File: src/rtl/uart_rx_regbank.sv
// 8N1 UART receiver (16x oversampled, majority vote) feeding a packet parser that
// writes a flat register bank; supports single and burst writes with error recovery.
module uart_rx_regbank #(
  parameter int CLK_FREQ     = 50_000_000,
  parameter int BAUD_RATE    = 115200,
  parameter int NUM_REGS     = 8,
  parameter int STATUS_ADDR  = 7,
  parameter int TIMEOUT_BITS = 20
) (
  input  logic                  i_clk,
  input  logic                  i_rst,
  input  logic                  i_rx,
  input  logic [7:0]            i_status_in,
  output logic [NUM_REGS*8-1:0] o_regs_flat,
  output logic                  o_wr_stb,
  output logic [6:0]            o_wr_addr,
  output logic [7:0]            o_wr_data,
  output logic                  o_frame_err,
  output logic                  o_timeout,
  output logic [7:0]            o_err_count
);

  localparam int DIV       = (CLK_FREQ + 8 * BAUD_RATE) / (16 * BAUD_RATE);
  localparam int DIV_W     = (DIV > 1) ? $clog2(DIV) : 1;
  localparam int GAP_LIMIT = TIMEOUT_BITS * 16;
  localparam int GAP_W     = $clog2(GAP_LIMIT + 1);
  localparam logic [7:0] NUM_REGS_L    = 8'(NUM_REGS);
  localparam logic [6:0] STATUS_ADDR_L = 7'(STATUS_ADDR);

  typedef enum logic [1:0] {RX_IDLE, RX_START, RX_DATA, RX_STOP} rx_state_t;
  typedef enum logic [1:0] {P_ADDR, P_DATA, P_COUNT, P_BURST} p_state_t;

  function automatic logic majority3(input logic a, input logic b, input logic c);
    return (a & b) | (a & c) | (b & c);
  endfunction

  rx_state_t        r_rx_state, w_rx_next;
  p_state_t         r_p_state, w_p_next;
  logic             r_rx_meta, r_rx_sync, r_rx_prev;
  logic [DIV_W-1:0] r_div;
  logic [3:0]       r_phase;
  logic [2:0]       r_bit_cnt;
  logic             r_armed;
  logic             r_s7, r_s8;
  logic [7:0]       r_shift;
  logic [7:0]       r_byte;
  logic             r_byte_valid;
  logic             r_frame_err;
  logic [6:0]       r_addr;
  logic [7:0]       r_remaining;
  logic [GAP_W-1:0] r_gap;
  logic             r_timeout;
  logic [7:0]       r_err_count;
  logic             r_wr_stb;
  logic [6:0]       r_wr_addr;
  logic [7:0]       r_wr_data;
  logic [7:0]       r_regs [NUM_REGS];

  logic w_fall, w_tick, w_start;
  logic w_shift_en, w_byte_ok, w_stop_bad;
  logic w_do_write, w_write_hit, w_gap_hit;

  assign w_fall  = r_rx_prev & ~r_rx_sync;
  assign w_tick  = (r_div == DIV_W'(DIV - 1));
  assign w_start = (r_rx_state == RX_IDLE) && w_fall;

  always_ff @(posedge i_clk) begin
    if (i_rst) begin
      r_rx_meta <= 1'b1;
      r_rx_sync <= 1'b1;
      r_rx_prev <= 1'b1;
    end else begin
      r_rx_meta <= i_rx;
      r_rx_sync <= r_rx_meta;
      r_rx_prev <= r_rx_sync;
    end
  end

  // Divider restarts on a start edge so sample points are centred on the frame.
  always_ff @(posedge i_clk) begin
    if (i_rst) begin
      r_div <= '0;
    end else if (w_start || w_tick) begin
      r_div <= '0;
    end else begin
      r_div <= r_div + DIV_W'(1);
    end
  end

  always_ff @(posedge i_clk) begin
    if (i_rst) begin
      r_rx_state <= RX_IDLE;
    end else begin
      r_rx_state <= w_rx_next;
    end
  end

  always_comb begin
    w_rx_next  = r_rx_state;
    w_shift_en = 1'b0;
    w_byte_ok  = 1'b0;
    w_stop_bad = 1'b0;
    case (r_rx_state)
      RX_IDLE: begin
        if (w_fall) w_rx_next = RX_START;
        else        w_rx_next = RX_IDLE;
      end
      RX_START: begin
        if (w_tick && r_phase == 4'd8) begin
          if (r_rx_sync) w_rx_next = RX_IDLE;
          else           w_rx_next = RX_DATA;
        end else begin
          w_rx_next = RX_START;
        end
      end
      RX_DATA: begin
        // r_armed masks the tail of the start bit until the first data bit begins.
        if (w_tick && r_phase == 4'd9 && r_armed) begin
          w_shift_en = 1'b1;
          if (r_bit_cnt == 3'd7) w_rx_next = RX_STOP;
          else                   w_rx_next = RX_DATA;
        end else begin
          w_rx_next = RX_DATA;
        end
      end
      RX_STOP: begin
        if (w_tick && r_phase == 4'd8) begin
          w_rx_next = RX_IDLE;
          if (r_rx_sync) w_byte_ok  = 1'b1;
          else           w_stop_bad = 1'b1;
        end else begin
          w_rx_next = RX_STOP;
        end
      end
      default: w_rx_next = RX_IDLE;
    endcase
  end

  always_ff @(posedge i_clk) begin
    if (i_rst) begin
      r_phase      <= 4'd0;
      r_bit_cnt    <= 3'd0;
      r_armed      <= 1'b0;
      r_s7         <= 1'b1;
      r_s8         <= 1'b1;
      r_shift      <= 8'd0;
      r_byte       <= 8'd0;
      r_byte_valid <= 1'b0;
      r_frame_err  <= 1'b0;
    end else begin
      r_byte_valid <= w_byte_ok;
      r_frame_err  <= w_stop_bad;
      if (w_byte_ok) r_byte <= r_shift;
      if (w_start) begin
        r_phase   <= 4'd0;
        r_bit_cnt <= 3'd0;
        r_armed   <= 1'b0;
      end else if (w_tick) begin
        r_phase <= r_phase + 4'd1;
        if (r_phase == 4'd15) r_armed <= 1'b1;
        if (r_phase == 4'd7)  r_s7 <= r_rx_sync;
        if (r_phase == 4'd8)  r_s8 <= r_rx_sync;
      end
      if (w_shift_en) begin
        r_shift   <= {majority3(r_s7, r_s8, r_rx_sync), r_shift[7:1]};
        r_bit_cnt <= r_bit_cnt + 3'd1;
      end
    end
  end

  assign w_gap_hit = (r_p_state != P_ADDR) && !r_byte_valid && (r_rx_state == RX_IDLE)
                     && w_tick && (r_gap == GAP_W'(GAP_LIMIT - 1));

  always_ff @(posedge i_clk) begin
    if (i_rst) begin
      r_p_state <= P_ADDR;
    end else begin
      r_p_state <= w_p_next;
    end
  end

  always_comb begin
    w_p_next   = r_p_state;
    w_do_write = 1'b0;
    if (r_frame_err || w_gap_hit) begin
      w_p_next = P_ADDR;
    end else if (r_byte_valid) begin
      case (r_p_state)
        P_ADDR: begin
          if (r_byte[7]) w_p_next = P_COUNT;
          else           w_p_next = P_DATA;
        end
        P_DATA: begin
          w_do_write = 1'b1;
          w_p_next   = P_ADDR;
        end
        P_COUNT: begin
          if (r_byte == 8'd0) w_p_next = P_ADDR;
          else                w_p_next = P_BURST;
        end
        P_BURST: begin
          w_do_write = 1'b1;
          if (r_remaining == 8'd1) w_p_next = P_ADDR;
          else                     w_p_next = P_BURST;
        end
        default: w_p_next = P_ADDR;
      endcase
    end else begin
      w_p_next = r_p_state;
    end
  end

  assign w_write_hit = w_do_write && ({1'b0, r_addr} < NUM_REGS_L) && (r_addr != STATUS_ADDR_L);

  always_ff @(posedge i_clk) begin
    if (i_rst) begin
      r_addr      <= 7'd0;
      r_remaining <= 8'd0;
      r_wr_stb    <= 1'b0;
      r_wr_addr   <= 7'd0;
      r_wr_data   <= 8'd0;
      for (int k = 0; k < NUM_REGS; k++) r_regs[k] <= 8'd0;
    end else begin
      r_wr_stb <= w_write_hit;
      if (w_write_hit) begin
        r_wr_addr <= r_addr;
        r_wr_data <= r_byte;
      end
      if (r_byte_valid && r_p_state == P_ADDR) begin
        r_addr <= r_byte[6:0];
      end else if (w_do_write && r_p_state == P_BURST) begin
        r_addr <= r_addr + 7'd1;
      end
      if (r_byte_valid && r_p_state == P_COUNT) begin
        r_remaining <= r_byte;
      end else if (w_do_write && r_p_state == P_BURST) begin
        r_remaining <= r_remaining - 8'd1;
      end
      for (int k = 0; k < NUM_REGS; k++) begin
        if (k == STATUS_ADDR) r_regs[k] <= i_status_in;
        else if (w_write_hit && r_addr == 7'(k)) r_regs[k] <= r_byte;
        else r_regs[k] <= r_regs[k];
      end
    end
  end

  // Gap counter only runs between bytes of an open packet; err_count merges coincident events.
  always_ff @(posedge i_clk) begin
    if (i_rst) begin
      r_gap       <= '0;
      r_timeout   <= 1'b0;
      r_err_count <= 8'd0;
    end else begin
      r_timeout <= w_gap_hit;
      if (r_p_state == P_ADDR || r_byte_valid || w_gap_hit) begin
        r_gap <= '0;
      end else if (r_rx_state == RX_IDLE && w_tick) begin
        r_gap <= r_gap + GAP_W'(1);
      end
      if ((r_frame_err || r_timeout) && r_err_count != 8'hFF) begin
        r_err_count <= r_err_count + 8'd1;
      end
    end
  end

  for (genvar g = 0; g < NUM_REGS; g++) begin : g_flat
    assign o_regs_flat[8*g +: 8] = r_regs[g];
  end

  assign o_wr_stb    = r_wr_stb;
  assign o_wr_addr   = r_wr_addr;
  assign o_wr_data   = r_wr_data;
  assign o_frame_err = r_frame_err;
  assign o_timeout   = r_timeout;
  assign o_err_count = r_err_count;

endmodule

File: config.mk
export PLATFORM = sky130hd
export DESIGN_NAME = uart_rx_regbank
export DESIGN_NICKNAME = d
export VERILOG_FILES = /design/src/rtl/uart_rx_regbank.sv
export SDC_FILE = /design/constraint.sdc
export NUM_CORES = 1
export LEC_CHECK = 0
export ABC_AREA = 1
export BUFFER_PORTS_ARGS = -buffer_cell sky130_fd_sc_hd__buf_2
export CAP_MARGIN = 20
export CORE_UTILIZATION = 38
export CTS_CLUSTER_SIZE = 16
export DETAILED_ROUTE_END_ITERATION = 8
export PLACE_DENSITY_LB_ADDON = 0.25
export SETUP_SLACK_MARGIN = 0.1
export SLEW_MARGIN = 20
export SYNTH_ARGS = -nofsm -noshare
export SYNTH_HDL_FRONTEND = slang
export SYNTH_SLANG_ARGS = --single-unit
File: constraint.sdc
create_clock -name i_clk -period 2.63 [get_ports i_clk]
set_input_delay 0.263 -clock i_clk [delete_from_list [all_inputs] [get_ports i_clk]]
set_output_delay 0.263 -clock i_clk [all_outputs]
set_load 0.02 [all_outputs]
After elaboration in Yosys (flattened, before gate mapping):

Memories as Yosys holds them, arrays and structs flattened.
Cells that the tools add are included.

* register bits: 89
* bits in writable memories: 64
* input port bits: 11
* output and inout bits: 90
* logic and storage cells: 210
* memories kept: 1

* add/sub/neg operators: 7
* magnitude comparators: 1
* equal/unequal tests: 22
* muxes and demuxes: 86
* bitwise logic cells: 25
* reduce and logical (&&, ||, !) cells: 45

Memories
* r_regs: words 8, bits a word 8, read ports 8, clocked after Yosys merged registers in 0, write ports 8, RTL line 57 `logic [7:0] r_regs [NUM_REGS];`

Operator list (number)
* $mux 8: 17
* $mux 1: 56
* $logic_and 1x1->1: 22
* $eq 7x3->1 const B: 3
* $or 1x1->1: 17
* $pmux 2 s4: 2
* $eq 7x2->1 const B: 2
* $mux 2: 7
* $mux 7: 2
* $eq 4x4->1 const B: 3
* $reduce_or 2->1: 5
* $add 9x1->9 const B: 1
* $eq 9x9->1 const B: 1
* $add 8x1->8 const B: 1
* $eq 2x2->1 const B: 4
* $eq 8x1->1 const B: 1
* $logic_not 8->1: 1
* $ne 8x8->1 const B: 1
* $reduce_bool 2->1: 4
* $sub 8x1->8 const B: 1
* $add 7x1->7 const B: 1
* $eq 7x1->1 const B: 1
* $logic_not 7->1: 1
* $lt 7x4->1 const B: 1
* 17 further kinds: 31

Longest topological paths before layout:

Gate-level depths: netlist of run 1.

* depth after elaboration: 15
* depth in mapped cells: 10
* mapped depth without buffers: 10

Worst setup path after synthesis of run 1:

No wires, ideal clock.

* path type: reg-to-reg
* start point: reg r_addr[0]
* end point: mem r_regs[0][0], enable pin
* library setup time: 0.384 ns
* arrival: 1.500 ns
* data required time: 2.246 ns
* slack: 0.746 ns
* cell stages (with the launch flop): 5
* buffers on the path: 0
* period minus slack after synthesis: 1.884 ns
* path through: dfxtp_1 > ha_1 > nand2_1 > nand4_4 > o21ai_0

RTL lines
* from (decl): RTL line 49 `logic [6:0] r_addr;`
* from (signal assigned): RTL line 230 `r_addr <= r_byte[6:0];`
* from (signal assigned): RTL line 232 `r_addr <= r_addr + 7'd1;`
* to (decl): RTL line 57

==> results of run 1 <==
==> per-stage QoR <==
| step | worst slack (ps) | hold WS [ps] |
|---|---|---|
| 2_1_floorplan | 746 | 367 |
| 3_3_place_gp | 801 | 410 |
| 3_5_place_dp | 741 | 407 |
| 4_1_cts | 733 | 16.4 |
| 5_1_grt | 586 | 45.5 |
| 6_report | 709 | 32.4 |
==> final cells by class <==
cell class	count	area (µm²)	area share, %
Clock buffer	17	425	5.55
Clock inverter	15	156	2.04
Inverter	88	330	4.31
Multi-Input combinational cell	459	2280	29.7
Sequential cell	153	3620	47.3
Tap cell	216	270	3.53
Timing Repair Buffer	110	578	7.54
==> power groups by stage <==
stage | combinational [mW] | sequential [mW] | clock (mW)
global placement | 0.176 | 2.56 | 0
floorplan | 0.0613 | 2.60 | 0
detailed placement | 0.177 | 2.56 | 0
CTS | 0.178 | 2.50 | 2.45
finish | 0.176 | 2.50 | 2.40
global route | 0.195 | 2.51 | 2.54
==> synthesized netlist by cell type, drive strengths merged (11+ instances only) <==
| library cell | number | area share [%] |
|---|---|---|
| edfxtp | 56 | 27 |
| nor3 | 12 | 1.2 |
| buf | 11 | 0.99 |
| nor2 | 158 | 9.8 |
| nand3 | 39 | 3.3 |
| dfxtp | 97 | 31 |
| ha | 15 | 3.0 |
| xor2 | 12 | 1.7 |
| inv | 85 | 5.0 |
| nand2 | 115 | 7.1 |
| o21ai | 34 | 2.8 |
| a21oi | 43 | 3.5 |
==> how the worst max path moves through the flow <==
stage | from | end | slack, ps | depth (start not counted)
2_1_floorplan | r_addr[0]$_SDFFE_PP0P_ | r_regs[0][0]$_SDFFCE_PN0P_ | 750 | 4
3_3_place_gp | r_addr[0]$_SDFFE_PP0P_ | r_regs[1][12]$_SDFFCE_PN0P_ | 800 | 6
3_5_place_dp | r_addr[0]$_SDFFE_PP0P_ | r_regs[1][11]$_SDFFCE_PN0P_ | 740 | 6
4_1_cts | r_addr[0]$_SDFFE_PP0P_ | r_regs[1][8]$_SDFFCE_PN0P_ | 730 | 6
5_1_grt | r_addr[0]$_SDFFE_PP0P_ | r_regs[1][15]$_SDFFCE_PN0P_ | 590 | 6
6_report | r_addr[0]$_SDFFE_PP0P_ | r_regs[1][8]$_SDFFCE_PN0P_ | 710 | 6
==> worst max-delay path: cells and delay by family (launching register included) <==
kind | cells | cell delay [ps]
AND/OR/NAND/NOR | 5 | 990
adder cells (fa/ha/maj) | 1 | 250
flip-flops | 1 | 350
==> layer usage <==
metal  vias up  global-route usage (%)  part of all wire (%)
met2       147                    27.8                    46
met1      2235                    22.1                    47
met5         -                       0                     0
met3        26                    4.15                   5.2
met4         0                    7.51                   2.2
li1       2542                       -                     -
==> timing repair <==
item,4_1_cts,5_1_grt
gates resized for setup,0,0
endpoints found under the hold margin,1,0
endpoints found under the setup margin,0,0
hold buffers,1,0
==> cells by family (layout without fill, tap and decap cells) <==
logic type,after synthesis,after routing,share of synthesized area (%)
multiplexers,1,1,0.158
flip-flops,153,153,57.3
AO/OA/AOI/OAI,88,88,7.50
buffers and inverters,105,230,6.59
AND/OR/NAND/NOR,338,338,23.1
adder cells (fa/ha/maj),15,15,2.97
XOR/XNOR,17,17,2.36
==> registers in the layout, summed over array words and instances (netlist names), 2 cells and up <==
register	count
r_remaining	8
r_bit_cnt	3
r_addr	7
o_wr_data	8
r_gap	9
r_div	5
o_err_count	8
r_byte	8
r_shift	8
o_wr_addr	7
r_rx_state	2
r_regs	64
r_phase	4
r_p_state	2
==> flow_summary.yaml, run 1 <==
power_and_ir_drop:
  pwr-share-seq_pct: 49.3
  p_leak_nw: 3.43
  fin_total_pwr_mw: 5.07
  p_int_mw: 3.88
  switching_share_pct: 23.5
  switching_power_mw: 1.19
  power.share.clock_pct: 47.2
  p_per_area_nw_per_um2: 662
  power_frac_comb_pct: 3.5
  vdd_drop_max_mv: 0.414
timing:
  tns_ps: 0
  slew_violations: 0
  post-route-min-period_ps: 1920
  fin_crit_sh_pct: 73.0
  hold_viol: 0
  setup_viol: 0
  clock_skew_ps: 8.48
  rsz0062_at_grt: "no"
  worst_pin_slew_ps: 813
  relSlewSlack_pct: 45.8
  max_clock_freq_mhz: 521
placement:
  place_area_um2: 7070
  dp.cells: 1025
  place_congestion: 0.859
  hpwl_mm: 9.73
  portBuffers: 100
drt:
  routed_wl_mm: 14.0
  routed_via_density: 4.68
  dr.first_iter.drc_count: 234
  drt-pass1-iter-count: 5
  vias: 4950
  wl_per_cell_um: 13.3
  drc: 0
  ant_nets: 0
critical_path:
  worstPathArrival_ps: 2010
  end_kind: "register"
  cp_slowest_stage_delay_ps: 350
  cp_common_cell: "nand2_1"
  path_cells: "ha_1 > nand2_1 > nand4_4 > nor2_2 > nand2_2 > nand2_1"
  ff2ff_setup_slack_ps: 710
  r2r_cells: 6
  reg2reg_to: "r_regs[1][8]$_SDFFCE_PN0P_"
  path_class: "register to register"
  required_ps: 2720
  startpoint_type: "register"
  cp_slowest_cell: "dfxtp_1"
  crit_path_max_fanout: 9
  r2r_start: "r_addr[0]$_SDFFE_PP0P_"
clocking:
  clkSlewWorstSetupHoldPaths_ps: 70
  cts_tree: "yes"
  postCtsSetupRepairBufs: 0
  cts_buffer_depth: 2
  cts_buffers: 17
  htree_levels: 4
  clock-root-buffer: "clkbuf_16"
  clock_latency_ps: 420
  cts.sink_count: 153
worst_hold_path:
  hp-class: "input port to register"
  hold_start: "i_status_in[0]"
  whs_path_depth: 3
  hold_end: "r_regs[1][24]$_SDFF_PP0_"
grt:
  grt_usage_pct: 17.3
  grt_first_pass_wirelength_mm: 22.4
  grt_max_degree: 75
  grt_pass1_vias: 4507
  grt_remaining_overflow: 0
  antenna_found_initial: 0
floorplanning:
  fp.dieH_um: 131
  die_w_um: 131
  fp-row-count: 46
  ios: 101
  start_util_pct: 39.4
  core_um2: 16100
  die_area_um2: 17200
synth:
  synth-seq-cells: 153
  synthArstFlopShare_pct: 0
  syn-num-nets: 743
  yosys_warnings: 0
  syn_area_per_cell_um2: 8.81
  ys_seq_area_share_pct: 57.3
  syn_area_um2: 6320
  ys.flop_type: "dfxtp_1"
  syn_inst: 717
  synth-edff-count: 56
  ys_types: 42
cells_and_area:
  fillerInstances: 1530
  layout_commonest_cell: "nor2_1"
  diodes: 0
  fin_util_pct: 47.7
  final_cell_mix: "nor2_1 (151), nand2_1 (111), buf_2 (100)"
  layout-drive-gt1-share_pct: 20.1
  area_delta_synth_final_pct: 21.3
  design_area_um2: 7660
  final_nets: 855
  layout.cells.non_filler: 1058
run:
  drv_cap: 0
status:
  status: "completed"
Power figures use the tool's default switching activity.
==> inputs of run 2 (changes only) <==
Settings changed: ABC_AREA 1 to 0.
Clock period 2.63 ns to 1.56 ns, I/O delays scaled along.
==> flow_summary.yaml, run 2 <==
timing:
  whs_ps: 174
  fin_crit_sh_pct: 106
  slew_violations: 0
  post-route-min-period_ps: 1660
  setup_viol: 64
  hold_viol: 0
  worst_pin_slew_ps: 337
  fin_ws_ps: -97.1
  clock_skew_ps: 8.61
  max_clock_freq_mhz: 603
  relSlewSlack_pct: 77.3
  rsz0062_at_grt: "yes"
cells_and_area:
  seqCellArea_um2: 3640
  fillerInstances: 1354
  final_nets: 779
  multi_input_area_um2: 2980
  reg_top3: "r_regs (64), r_gap (9)"
  final_cell_mix: "buf_2 (99), dfxtp_1 (86), nor2_1 (73)"
  regMostFlops: "r_regs"
  layout-drive-gt1-share_pct: 39.8
  area_delta_synth_final_pct: 39.4
  largest_register_ffs: 64
  layout_commonest_cell: "buf_2"
  diodes: 0
synth:
  synth_fa_ha_area_share_pct: 2.96
  synth-simple-area-share_pct: 21.9
  yosys_warnings: 0
  ys.flop_type: "dfxtp_1"
  syn_area_per_cell_um2: 10.9
  synth_top_cells_by_count: "dfxtp_1 (97), nor2_1 (74), nor2b_1 (64), edfxtp_1 (56), nand2_1 (45)"
  synth-seq-cells: 153
  synth_area_leaders: "dfxtp_1 (31%), edfxtp_1 (27%), nor2b_1 (6.3%), nor2_1 (4.4%), mux2i_1 (3.5%)"
  ys_types: 66
  ys_seq_area_share_pct: 57.2
  synth-edff-count: 56
  synth_top_family_by_area: "simple AND/OR/NAND/NOR gates"
  synth_xor_area_share_pct: 3.60
  syn-num-nets: 608
  synth.most_common_cell: "dfxtp_1"
  synth.top_cell.area_share_pct: 30.7
  syn_area_um2: 6330
  synthArstFlopShare_pct: 0
  synth_compound_area_share_pct: 7.49
  syn_inst: 582
  yosys.area.top_type: "dfxtp_1"
  synth.area.mux_share_pct: 3.48
critical_path:
  r2r_start: "o_frame_err$_SDFF_PP0_"
  crit_path_max_fanout: 8
  critPathLaunch: "o_frame_err$_SDFF_PP0_"
  cp_slowest_cell: "or3_4"
  worstPathArrival_ps: 1930
  path_class: "register to register"
  cp_slowest_stage_delay_ps: 410
  worstPathBufferInverterCount: 1
  end_kind: "register"
  cp_top_family: "simple AND/OR/NAND/NOR gates"
  startpoint_type: "register"
  path_cells: "nor4b_4 > nand3_2 > or3_4 > buf_8 > nor2b_1"
  required_ps: 1830
grt:
  grt_remaining_overflow: 0
  grt_first_pass_wirelength_mm: 23.4
  grt_max_degree: 31
  grt_pass1_vias: 4726
  grt_usage_pct: 18.0
  antenna_found_initial: 0
power_and_ir_drop:
  switching_power_mw: 1.86
  power.share.clock_pct: 46.3
  p_per_area_nw_per_um2: 969
  vdd_drop_max_mv: 0.738
  p_int_mw: 6.69
  pwr-share-seq_pct: 49.4
  p_leak_nw: 3.68
  switching_share_pct: 21.8
  power_frac_comb_pct: 4.3
drt:
  wl_per_cell_um: 15.1
  routed_via_density: 4.89
  vias: 4804
  routed_wl_mm: 14.8
  drt-pass1-iter-count: 5
  ant_nets: 0
  dr.first_iter.drc_count: 171
  drc: 0
placement:
  place_congestion: 0.811
  hpwl_mm: 9.72
  place_ws_ps: -168
  portBuffers: 100
run:
  drv_cap: 0
clocking:
  clock-root-buffer: "clkbuf_16"
  cts.sink_count: 153
  htree_levels: 4
  cts_buffer_depth: 2
  clkSlewWorstSetupHoldPaths_ps: 60
  cts_buffers: 17
  clock_latency_ps: 420
  cts_tree: "yes"
floorplanning:
  ios: 101
  fp-row-count: 46
  die_w_um: 131
  die_area_um2: 17200
  core_um2: 16100
  fp.dieH_um: 131
  start_util_pct: 39.4
status:
  status: "finished with violations"
  violations: "setup timing"
worst_hold_path:
  hold_start: "i_rst"
  hp-class: "input port to register"
[run 2: cell types whose count changed in the layout (fill, tap and decap cells not counted), moves of 32 or more]
cell     change
inv_1       -71
nand2_1     -81
buf_4       +49
a21oi_1     -32
nor2b_1     +62
nor2_1      -78
[run 2: layer usage]
layer / GRT usage (%) / share of wire (%) / routed length, µm
met3: 4.50 / 4.8 / 710
met4: 5.68 / 0.91 / 135
met1: 20.8 / 43 / 6370
met2: 32.5 / 51 / 7590
met5: 0 / 0 / 0
[run 2: per-stage QoR]
step	power [mW]	setup TNS [ps]	instances	utilization, %	cell area (µm²)
finish	8.55	-4420	982	55.0	8830
detailed placement	4.65	-8210	925	47.5	7620
CTS	8.66	-5180	977	53.5	8600
global route	8.86	-11400	982	55.0	8830
global placement	4.64	-6630	925	47.5	7620
floorplan	4.51	-3360	582	-	6510
[run 2: worst paths after layout]
check	to	slack, ps	cells after the start
setup / recovery	r_regs[1][10]$_SDFFCE_PN0P_	-100	5
setup reg to reg	r_regs[1][10]$_SDFFCE_PN0P_	-100	5
hold / removal	r_regs[0][16]$_SDFFCE_PN0P_	170	2
hold reg to reg	r_rx_sync$_SDFF_PP1_	410	1
[run 2: power by group through the flow]
| stage | sequential [mW] | clock (mW) | combinational (mW) |
|---|---|---|---|
| detailed placement | 4.31 | 0 | 0.338 |
| global route | 4.23 | 4.23 | 0.401 |
| finish | 4.22 | 3.96 | 0.367 |
| CTS | 4.22 | 4.07 | 0.364 |
| global placement | 4.31 | 0 | 0.331 |
| floorplan | 4.39 | 0 | 0.122 |
[run 2: what timing repair did]
item                                    CTS  global route
hold buffers                              9             0
pin swaps                                36            35
hold endpoints to repair                  9             0
gates cloned                              3             0
endpoints found under the setup margin  126           142
buffers inserted                          9             7
gates resized for setup                  44            47
[run 2: final cells by class]
| class | count | area share (%) |
|---|---|---|
| repair buffers | 187 | 15.0 |
| multi-input cells | 383 | 33.7 |
| flip-flops and latches | 153 | 41.3 |
| clock buffers | 18 | 4.86 |
| clock inverters | 14 | 1.64 |
| well taps | 216 | 3.06 |
| inverters | 11 | 0.468 |
[run 2: cells by family (layout without fill, tap and decap cells)]
family | count (synthesis) | in the layout
xor+xnor | 26 | 26
compound gates | 64 | 65
mux | 22 | 22
simple gates | 254 | 255
flops | 153 | 153
buf+inv | 48 | 230
fa+ha+maj | 15 | 15
[run 2: worst reg2reg max path: stages, from the launching register on]
cell and delay, ps:
dfxtp_4 350, nor4b_4 280, nand3_2 170, or3_4 410, buf_8 170, nor2b_1 130
==> inputs of run 3 (changes only) <==
Settings changed: CELL_PAD_IN_SITES_DETAIL_PLACEMENT set to 0, CELL_PAD_IN_SITES_GLOBAL_PLACEMENT set to 2, CORE_UTILIZATION 38 to 33, SKIP_LAST_GASP set to 1, SLEW_MARGIN 20 to unset.
==> flow_summary.yaml, run 3 (synthesis results as in run 2) <==
timing:
  fin_crit_sh_pct: 108
  clock_skew_ps: 11.2
  rsz0062_at_grt: "yes"
  post-route-min-period_ps: 1690
  hold_viol: 0
  setup_viol: 79
  max_clock_freq_mhz: 593
  tns_ps: -5760
  slew_violations: 0
  fin_ws_ps: -126
  worst_pin_slew_ps: 350
  relSlewSlack_pct: 76.4
critical_path:
  startpoint_type: "register"
  cp_slowest_cell: "dfxtp_2"
  r2r_start: "r_addr[6]$_SDFFE_PP0P_"
  end_kind: "register"
  path_class: "register to register"
  crit_path_max_fanout: 8
  cp_slowest_stage_delay_ps: 340
  r2r_cells: 5
  worstPathArrival_ps: 1820
  cp_top_family: "simple AND/OR/NAND/NOR gates"
  worstPathBufferInverterCount: 1
  ff2ff_setup_slack_ps: -130
  required_ps: 1690
  reg2reg_to: "r_regs[0][7]$_SDFFCE_PN0P_"
  path_cells: "nor4b_4 > nand3_2 > a21oi_4 > buf_6 > a31o_4"
floorplanning:
  fp-row-count: 50
  die_area_um2: 19700
  core_um2: 18800
  ios: 101
  start_util_pct: 33.7
  die_w_um: 141
  fp.dieH_um: 141
placement:
  hpwl_mm: 10.4
  place_congestion: 0.782
  place_area_um2: 7680
  place_ws_ps: -192
  portBuffers: 100
run:
  drv_cap: 0
cells_and_area:
  largest_register_ffs: 64
  layout_commonest_cell: "buf_2"
  area_delta_synth_final_pct: 39.5
  layout-drive-gt1-share_pct: 38.6
  regMostFlops: "r_regs"
  final_cell_mix: "buf_2 (99), dfxtp_1 (85), nor2_1 (71)"
  design_area_um2: 8830
  reg_top3: "r_regs (64), r_gap (9)"
  diodes: 0
  final_nets: 782
status:
  violations: "setup timing"
  status: "finished with violations"
worst_hold_path:
  hold_start: "i_rst"
  hp-class: "input port to register"
  hold_end: "o_wr_data[1]$_SDFFE_PP0P_"
  whs_path_depth: 2
drt:
  routed_via_density: 4.74
  dr.first_iter.drc_count: 143
  ant_nets: 0
  wl_per_cell_um: 15.4
  vias: 4757
  drc: 0
  routed_wl_mm: 15.4
  drt-pass1-iter-count: 4
grt:
  grt_pass1_vias: 4749
  grt_usage_pct: 16.4
  grt_first_pass_wirelength_mm: 25.2
  grt_remaining_overflow: 0
  antenna_found_initial: 0
  grt_max_degree: 45
clocking:
  clock-root-buffer: "clkbuf_16"
  cts_buffer_depth: 2
  htree_levels: 4
  cts.sink_count: 153
  cts_tree: "yes"
  clock_latency_ps: 430
  clkSlewWorstSetupHoldPaths_ps: 70
  cts_buffers: 17
power_and_ir_drop:
  vdd_drop_max_mv: 0.823
  switching_share_pct: 24.7
  p_int_mw: 6.46
  switching_power_mw: 2.12
  p_leak_nw: 3.71
  p_per_area_nw_per_um2: 971
  power_frac_comb_pct: 4.5
  power.share.clock_pct: 46.3
  pwr-share-seq_pct: 49.2
-- run 3: changes by cell type in the layout (fill, tap and decap cells not counted), sizes merged --
cell,before,now
buf,177,180
bufinv,2,0
clkbuf,19,18
clkinvlp,4,2
inv,15,20
-- run 3: metrics by stage --
stage          cells  util, %  hold slack [ps]  total power, mW
3_5_place_dp     949     40.9              345             4.65
3_3_place_gp     949     40.9              343             4.64
5_1_grt         1003     47.1              108             8.93
2_1_floorplan    582        -              260             4.51
6_report        1003     47.1              122             8.58
4_1_cts         1001     45.8              105             8.69
-- run 3: worst max-delay path by stage --
stage,cells after the start,slack [ps],endpoint,start
3_5_place_dp,5,-190,r_regs[0][2]$_SDFFCE_PN0P_,o_frame_err$_SDFF_PP0_
6_report,5,-130,r_regs[0][7]$_SDFFCE_PN0P_,r_addr[6]$_SDFFE_PP0P_
2_1_floorplan,5,-100,r_regs[1][10]$_SDFFCE_PN0P_,o_frame_err$_SDFF_PP0_
3_3_place_gp,5,-150,r_regs[0][4]$_SDFFCE_PN0P_,o_frame_err$_SDFF_PP0_
5_1_grt,5,-190,r_regs[0][7]$_SDFFCE_PN0P_,r_addr[6]$_SDFFE_PP0P_
4_1_cts,5,-150,r_regs[0][7]$_SDFFCE_PN0P_,r_addr[6]$_SDFFE_PP0P_
-- run 3: cell type report --
cell class / instances / area [µm²]
multi-input combinational: 383 / 2950
sequential: 153 / 3650
fill: 1721 / 9940
clock buffer: 17 / 425
tap: 234 / 293
clock inverter: 15 / 150
inverter: 11 / 43.8
timing repair buffer: 190 / 1320
-- run 3: power groups by stage --
stage | Combinational [mW] | Clock (mW) | Sequential, mW
6_report | 0.385 | 3.98 | 4.22
3_5_place_dp | 0.342 | 0 | 4.31
5_1_grt | 0.417 | 4.28 | 4.22
3_3_place_gp | 0.337 | 0 | 4.31
2_1_floorplan | 0.122 | 0 | 4.39
4_1_cts | 0.373 | 4.10 | 4.22
-- run 3: timing repair --
item                                   in CTS  in global routing
endpoints found under the hold margin       9                  0
pin swaps                                  26                 26
setup buffers                               9                  2
resized for setup                          40                 40
gates cloned                                2                  1
hold buffers                                9                  0
setup endpoints to repair                 125                143
-- run 3: per-layer routing --
metal,up-vias,global-route usage [%],wire length [µm]
met3,10,4.48,574
li1,2400,-,-
met4,0,4.86,148
met5,-,0,0
met2,91,27.9,7730
met1,2256,20.2,6990
